File: src/rtl/msoc_copy_pkg.sv
// Shared definitions for the word-copy Avalon-MM master.
//   copy_state_e    : FSM state encoding (IDLE=0 .. FINISH=4)
//   WORD_BYTES      : byte stride between consecutive 32-bit words
//   BE_ALL/BE_NONE  : byteenable values for active / idle bus cycles
//   addr_misaligned : true when a byte address is not word aligned
package msoc_copy_pkg;

    typedef enum logic [2:0] {
        IDLE    = 3'd0,
        RD_REQ  = 3'd1,
        RD_WAIT = 3'd2,
        WR_REQ  = 3'd3,
        FINISH  = 3'd4
    } copy_state_e;

    localparam int unsigned WORD_BYTES = 4;
    localparam logic [3:0]  BE_ALL     = 4'hF;
    localparam logic [3:0]  BE_NONE    = 4'h0;

    function automatic logic addr_misaligned(input logic [1:0] lsbs);
        return (lsbs != 2'b00);
    endfunction

endpackage

File: src/rtl/msoc_word_copy_master.sv
// Avalon-MM master that copies cmd_len 32-bit words from cmd_src to cmd_dst,
// one non-pipelined word at a time, in ascending address order.
// Ports:
//   clk, reset_n                : clock, asynchronous active-low reset
//   cmd_start/src/dst/len       : copy command, accepted only while idle
//   busy, done, err             : status (done is a one-cycle pulse, err sticky)
//   avm_*                       : Avalon-MM master port (byte addressed)
module msoc_word_copy_master
    import msoc_copy_pkg::*;
#(
    parameter int ADDR_W = 32,
    parameter int LEN_W  = 16,
    parameter int DATA_W = 32
) (
    input  logic              clk,
    input  logic              reset_n,
    input  logic              cmd_start,
    input  logic [ADDR_W-1:0] cmd_src,
    input  logic [ADDR_W-1:0] cmd_dst,
    input  logic [LEN_W-1:0]  cmd_len,
    output logic              busy,
    output logic              done,
    output logic              err,
    output logic [ADDR_W-1:0] avm_address,
    output logic              avm_read,
    output logic              avm_write,
    output logic [3:0]        avm_byteenable,
    output logic [DATA_W-1:0] avm_writedata,
    input  logic              avm_waitrequest,
    input  logic [DATA_W-1:0] avm_readdata,
    input  logic              avm_readdatavalid
);

    copy_state_e       state_r;
    logic [ADDR_W-1:0] src_ptr_r;
    logic [ADDR_W-1:0] dst_ptr_r;
    logic [LEN_W-1:0]  remaining_r;

    // Copy FSM with all bus and status outputs registered.
    // avm_writedata doubles as the word buffer between read and write.
    always_ff @(posedge clk or negedge reset_n) begin
        if (!reset_n) begin
            state_r        <= IDLE;
            src_ptr_r      <= '0;
            dst_ptr_r      <= '0;
            remaining_r    <= '0;
            busy           <= 1'b0;
            done           <= 1'b0;
            err            <= 1'b0;
            avm_address    <= '0;
            avm_read       <= 1'b0;
            avm_write      <= 1'b0;
            avm_byteenable <= BE_NONE;
            avm_writedata  <= '0;
        end else begin
            done <= 1'b0;
            case (state_r)
                IDLE: begin
                    if (cmd_start) begin
                        src_ptr_r   <= cmd_src;
                        dst_ptr_r   <= cmd_dst;
                        remaining_r <= cmd_len;
                        err         <= 1'b0;
                        busy        <= 1'b1;
                        if (addr_misaligned(cmd_src[1:0]) || addr_misaligned(cmd_dst[1:0])) begin
                            err     <= 1'b1;
                            state_r <= FINISH;
                        end else if (cmd_len == '0) begin
                            state_r <= FINISH;
                        end else begin
                            // First read is issued straight from IDLE.
                            state_r        <= RD_REQ;
                            avm_read       <= 1'b1;
                            avm_address    <= cmd_src;
                            avm_byteenable <= BE_ALL;
                        end
                    end
                end
                RD_REQ: begin
                    if (!avm_read) begin
                        // Entered from a completed write: one idle bus cycle
                        // before the next read is raised.
                        avm_read       <= 1'b1;
                        avm_address    <= src_ptr_r;
                        avm_byteenable <= BE_ALL;
                    end else if (!avm_waitrequest) begin
                        avm_read       <= 1'b0;
                        avm_byteenable <= BE_NONE;
                        if (avm_readdatavalid) begin
                            // Zero-latency slave: data came with acceptance.
                            avm_writedata  <= avm_readdata;
                            avm_write      <= 1'b1;
                            avm_address    <= dst_ptr_r;
                            avm_byteenable <= BE_ALL;
                            state_r        <= WR_REQ;
                        end else begin
                            state_r <= RD_WAIT;
                        end
                    end
                end
                RD_WAIT: begin
                    if (avm_readdatavalid) begin
                        avm_writedata  <= avm_readdata;
                        avm_write      <= 1'b1;
                        avm_address    <= dst_ptr_r;
                        avm_byteenable <= BE_ALL;
                        state_r        <= WR_REQ;
                    end
                end
                WR_REQ: begin
                    if (!avm_waitrequest) begin
                        avm_write      <= 1'b0;
                        avm_byteenable <= BE_NONE;
                        src_ptr_r      <= src_ptr_r + ADDR_W'(WORD_BYTES);
                        dst_ptr_r      <= dst_ptr_r + ADDR_W'(WORD_BYTES);
                        remaining_r    <= remaining_r - LEN_W'(1);
                        if (remaining_r == LEN_W'(1)) begin
                            state_r <= FINISH;
                        end else begin
                            state_r <= RD_REQ;
                        end
                    end
                end
                FINISH: begin
                    // busy drops together with the done pulse.
                    done    <= 1'b1;
                    busy    <= 1'b0;
                    state_r <= IDLE;
                end
                default: begin
                    state_r        <= IDLE;
                    busy           <= 1'b0;
                    avm_read       <= 1'b0;
                    avm_write      <= 1'b0;
                    avm_byteenable <= BE_NONE;
                end
            endcase
        end
    end

endmodule

File: config.mk
export PLATFORM = sky130hd
export DESIGN_NAME = msoc_word_copy_master
export DESIGN_NICKNAME = d
export VERILOG_FILES = /design/src/rtl/msoc_copy_pkg.sv /design/src/rtl/msoc_word_copy_master.sv
export SDC_FILE = /design/constraint.sdc
export NUM_CORES = 1
export LEC_CHECK = 0
export BUFFER_PORTS_ARGS = -buffer_cell sky130_fd_sc_hd__buf_4
export CORE_MARGIN = 4
export CORE_UTILIZATION = 56
export DETAILED_ROUTE_END_ITERATION = 8
export PLACE_DENSITY = 0.92
export RECOVER_POWER = 50
export SLEW_MARGIN = 20
export SYNTH_ARGS = -nofsm -noshare
export SYNTH_HDL_FRONTEND = slang
export SYNTH_SLANG_ARGS = --single-unit
File: constraint.sdc
create_clock -name clk -period 3.6 [get_ports clk]
set_clock_uncertainty 0.15 [all_clocks]
set_input_delay 0.18 -clock clk [delete_from_list [all_inputs] [get_ports clk]]
set_output_delay 0.18 -clock clk [all_outputs]
set_load 0.02 [all_outputs]
== Yosys cells after proc, flatten, opt, wreduce, memory -nomap -nowiden ==
Cells that the tools add are included.

* Shift operators: 0
* $add $sub $neg: 3
* Divide/modulo/power cells: 0
* Magnitude comparators: 0
* Multiply operators: 0
* Eq/ne operators: 13
* Mux-type cells: 54
* Bitwise logic cells: 4
* Reductions and logical operators: 20

{| class="wikitable"
|+ Operators by type and width
! kind !! count
|-
| two-way mux 32 bit || 13
|-
| one-hot mux 32 bit (2 select lines) || 3
|-
| one-hot mux 32 bit (3 select lines) || 1
|-
| adder 32 x 3 -> 32 bit (second input constant) || 2
|-
| two-way mux 16 bit || 2
|-
| two-way mux 4 bit || 8
|-
| one-hot mux 16 bit (2 select lines) || 1
|-
| two-way mux 3 bit || 8
|-
| one-hot mux 4 bit (5 select lines) || 1
|-
| == test 16 x 1 -> 1 bit (second input constant) || 1
|-
| zero test 16 bit || 1
|-
| subtractor 16 x 1 -> 16 bit (second input constant) || 1
|-
| inequality test 2 bit (second input constant) || 7
|-
| two-way mux 1 bit || 13
|-
| one-hot mux 3 bit (4 select lines) || 1
|-
| AND reduction 5 bit || 2
|-
| AND reduction 4 bit || 2
|-
| nonzero test 2 bit || 4
|-
| AND reduction 7 bit || 1
|-
| == test 3 x 2 -> 1 bit (second input constant) || 2
|-
| AND reduction 3 bit || 2
|-
| OR reduction 3 bit || 2
|-
| inverter 1 bit || 4
|-
| one-hot mux 1 bit (4 select lines) || 1
|-
| 10 further kinds || 11
|}

* RAM bits: 0
* Input port bits: 117
* Memories kept: 0
* Output and inout port bits: 73
* Logic and storage cells: 106
* Bits in read-only memories: 0
* Bits in latches: 0
* Flip-flop bits (word level): 156

== Longest topological paths before layout ==
* Depth after elaboration: 5
* Mapped depth: 7
* Depth with buffers taken out: 7

== Worst setup path before layout ==
Ideal clock, no wire load.

* Path kind: reg2reg
* From: register remaining_r[0]
* To: register remaining_r[14]
* Arrival time: 1.771 ns
* Buffers on the path: 0
* Period minus slack after synthesis: 2.044 ns
* Data required time: 3.327 ns
* Setup slack: 1.556 ns
* Setup time: 0.123 ns
* Stages on the path, launching flop included: 7
* Path through: dfrtp_1 > inv_1 > ha_1 > or3b_2 > or3_4 > o22ai_1 > a2bb2oi_2

* Cells in the longest elaborated chain, start to end: 3

{| class="wikitable"
|+ Ends and longest elaborated chain
! what !! RTL line !! source
|-
| from (decl) || msoc_word_copy_master.sv:37 || <nowiki>logic [LEN_W-1:0] remaining_r;</nowiki>
|-
| from (signal assigned) || msoc_word_copy_master.sv:62 || <nowiki>remaining_r <= cmd_len;</nowiki>
|-
| from (signal assigned) || msoc_word_copy_master.sv:116 || <nowiki>remaining_r <= remaining_r - LEN_W'(1);</nowiki>
|-
| subtractor 16 x 1 -> 16 bit || msoc_word_copy_master.sv:116 ||
|-
| two-way mux 16 bit || msoc_word_copy_master.sv:111 || <nowiki>if (!avm_waitrequest) begin</nowiki>
|-
| one-hot mux 16 bit (2 select lines) || msoc_word_copy_master.sv:57 || <nowiki>case (state_r)</nowiki>
|}

No other way between the ends. The select of a mux whose other input is x is not followed.
A chain may end at the register's enable or synchronous reset.

== Worst setup path in the final report ==
* From: input port cmd_len[12]
* To: register avm_address[15]

* Cells in the longest elaborated chain, start to end: 3

{| class="wikitable"
|+ Ends and longest elaborated chain
! what !! RTL line !! source
|-
| from (decl) || msoc_word_copy_master.sv:20 || <nowiki>input logic [LEN_W-1:0] cmd_len,</nowiki>
|-
| zero test 16 bit || msoc_word_copy_master.sv:68 || <nowiki>end else if (cmd_len == '0) begin</nowiki>
|-
| inequality test 2 bit (no source line) || -- ||
|-
| AND reduction 5 bit (no source line) || -- ||
|-
| to (signal assigned) || msoc_word_copy_master.sv:74 || <nowiki>avm_address <= cmd_src;</nowiki>
|-
| to (signal assigned) || msoc_word_copy_master.sv:84 || <nowiki>avm_address <= src_ptr_r;</nowiki>
|-
| to (signal assigned) || msoc_word_copy_master.sv:93 || <nowiki>avm_address <= dst_ptr_r;</nowiki>
|-
| to (decl) || msoc_word_copy_master.sv:24 || <nowiki>output logic [ADDR_W-1:0] avm_address,</nowiki>
|}

No other way between the ends.

==> results_dict.tcl <==
set metrics [dict create \
    tns_ns 0 \
    drv_cap 1 \
    antenna_found_initial 0 \
    place.gp.congestion 0.942 \
    synthArstFlopShare_pct 100 \
    p_switching_mw 4.43 \
    vdd_drop_max_uv 558 \
    vias 8990 \
    swShare_pct 46.6 \
    cts-buffers-inserted 17 \
    fmax_mhz 360 \
    grt_usage_pct 35.6 \
    antenna_left 0 \
    cts_sinks 153 \
    synth.avg_cell_area_um2 9.62 \
    mostFrequentLayoutCells "dfrtp_1, buf_4, dlygate4sd3_1" \
    power.internal_mw 5.07 \
    dpl.cell_count 1173 \
    required_ns 3.79 \
    total_power_mw 9.51 \
    rsz0062_at_grt "no" \
    nets 1236 \
    crit_path_start_kind "input pin" \
    core_um2 14500 \
    cts_buffer_depth 2 \
    vias_per_cell 6.85 \
    drive_gt1_share_pct 19.9 \
    relSlewSlack_pct -57.0 \
    syn_to_final_growth_pct 34.7 \
    drt-met1-wl_mm 10.5 \
    first_global_vias 8771 \
    reg2reg_setup_slack_ns 0.87 \
    min_from "cmd_len[11]" \
    synth_cell_types 69 \
    hold_end "remaining_r[11]" \
    holdPathStages 4 \
    setup_viol 0 \
    syn_inst 855 \
    place.port_buffers 189 \
    syn_nets 976 \
    yosysWarnings 0 \
    ys_seq_elements 153 \
    min_period_over_period_pct 77.2 \
    routed_wl_mm 29.8 \
    regArea_um2 3830 \
    min_path_type "in2reg" \
    violations "DRC, capacitance limit, slew limit" \
    ioPinCount 190 \
    final_common_cell "dfrtp_1" \
    endpoint_kind "register" \
    power_frac_clock_pct 18.1 \
    hpwlAfterDp_mm 17.6 \
    synth_edf_count 0 \
    first_pass_iters 9 \
    arrival_ns 2.97 \
    grt_pass1_wl_mm 46.6 \
    htreeDepth 4 \
    start_util_pct 56.8 \
    rows 44 \
    die-area_um2 16700 \
    insertion_delay_ns 0.44 \
    grt.overflow.total 0 \
    reg2regPathDepth 5 \
    status "complete, but fails checks" \
    period_needed_ns 2.78 \
    clk_pin_slew_worst_paths_ns 0.06 \
    rr_endpoint "avm_address[15]" \
    antenna_cells 0 \
    path_class "in2reg" \
    drc 8 \
    die_y_um 129 \
    worstMarginPinSlew_ns 2.36 \
    pwr_density_cell_nw_per_um2 858 \
    syn_area_um2 8220 \
    grt_max_degree 102 \
    pwr-share-seq_pct 38.2 \
    p_leak_nw 4.51 \
    fin_cells 1312 \
    slew_violations 92 \
    drt_iter0_drc 1819 \
    cts-root-buf "clkbuf_16" \
    nFillCells 979 \
    wl_met2_mm 14.0 \
    whs_ns 0.0200 \
    pwr-share-comb_pct 43.7 \
    die_w_um 129 \
    cts_tree "built" \
    multi_input_area_um2 4080 \
    place_area_um2 9730 \
    top_layer "met4" \
    cp_max_fo 20 \
    hold_violations 0 \
    wl_met3_mm 3.67 \
    ys_seq_area_share_pct 46.6 \
    final_cell_area_um2 11100 \
    synthFlopType "dfrtp_1" \
    routedWlPerCell_um 22.7 \
    crit_start "cmd_len[12]" \
    rr_startpoint "state_r[1]" \
]
## sequential cells by signal, indices dropped and copies added (netlist names)
register        cells
avm_read            1
avm_writedata      32
remaining_r        16
dst_ptr_r          32
avm_byteenable      1
avm_address        32
done                1
avm_write           1
src_ptr_r          32
state_r             3
err                 1
busy                1
## cells in the mapped netlist, types with 7 or more instances
cell type | count | area, um^2
nand2b_1 | 7 | 43.8
o2bb2ai_1 | 35 | 307
o21ai_0 | 54 | 270
a2bb2oi_1 | 10 | 87.6
nor2_1 | 61 | 229
nand2_1 | 65 | 244
a222oi_1 | 32 | 320
o22ai_1 | 26 | 163
a31oi_1 | 17 | 106
nand4_1 | 20 | 125
clkbuf_1 | 30 | 113
and4_1 | 9 | 78.8
a211oi_1 | 7 | 52.6
nor3_1 | 21 | 105
buf_2 | 27 | 135
mux2i_1 | 7 | 70.1
and3_1 | 15 | 93.8
nand3_1 | 40 | 200
inv_1 | 8 | 30.0
nor4_1 | 9 | 56.3
mux2_2 | 33 | 372
a21oi_1 | 70 | 350
dfrtp_1 | 153 | 3830
## through the flow
step | worst slack (ns) | util [%]
floorplan | 1.56 | -
global placement | 1.16 | 67.2
detailed placement | 1.06 | 67.2
CTS | 0.978 | 78.4
global route | 0.718 | 76.5
finish | 0.820 | 76.5
## how the worst max path moves through the flow
stage	end	slack (ns)	cells past startpoint
global route	avm_address[16]	0.72	2
floorplan	remaining_r[14]	1.56	6
global placement	avm_address[30]	1.16	5
CTS	avm_address[14]	0.98	5
detailed placement	avm_address[18]	1.06	5
finish	avm_address[15]	0.82	8
## cell families after synthesis
kind of cell | count (synthesis) | share of synthesized area (%)
compound gates | 301 | 25.3
simple gates | 280 | 17.9
flops | 153 | 46.6
buf+inv | 76 | 4.12
mux | 40 | 5.37
fa+ha+maj | 5 | 0.730
## layer usage
layer  vias up  global-route usage, %
li1       3847                      -
met3       180                   10.1
met2       799                   56.6
met1      4164                   45.5
met5         -                      0
met4         0                   16.4
## power groups by stage
stage	Combinational [mW]	Sequential (mW)	Clock (mW)
6_report	4.15	3.63	1.72
5_1_grt	4.45	3.72	1.82
4_1_cts	4.33	3.53	1.72
3_5_place_dp	4.20	3.53	0
3_3_place_gp	4.05	3.51	0
2_1_floorplan	2.47	3.65	0
## cell type report
class                   count  share of cell area [%]
inverters                   8                   0.271
clock buffers              17                    3.84
repair buffers            309                    21.2
clock inverters            15                    1.21
well taps                 184                    2.08
flip-flops and latches    153                    34.5
multi-input cells         626                    36.8
## worst max-delay path, cell delays in order
cell,delay [ns]
dlygate4sd3_1,0.54
buf_4,0.14
nor4_1,0.42
nand4_1,0.46
a21oi_2,0.27
o21bai_2,0.44
buf_4,0.35
o2bb2ai_1,0.17
## timing repair
action | 4_1_cts | 5_1_grt
hold buffers | 107 | 0
setup buffers | 0 | 0
hold endpoints to repair | 228 | 0
gates resized for setup | 0 | 0
No activity file was read; power rests on OpenSTA's default activity.
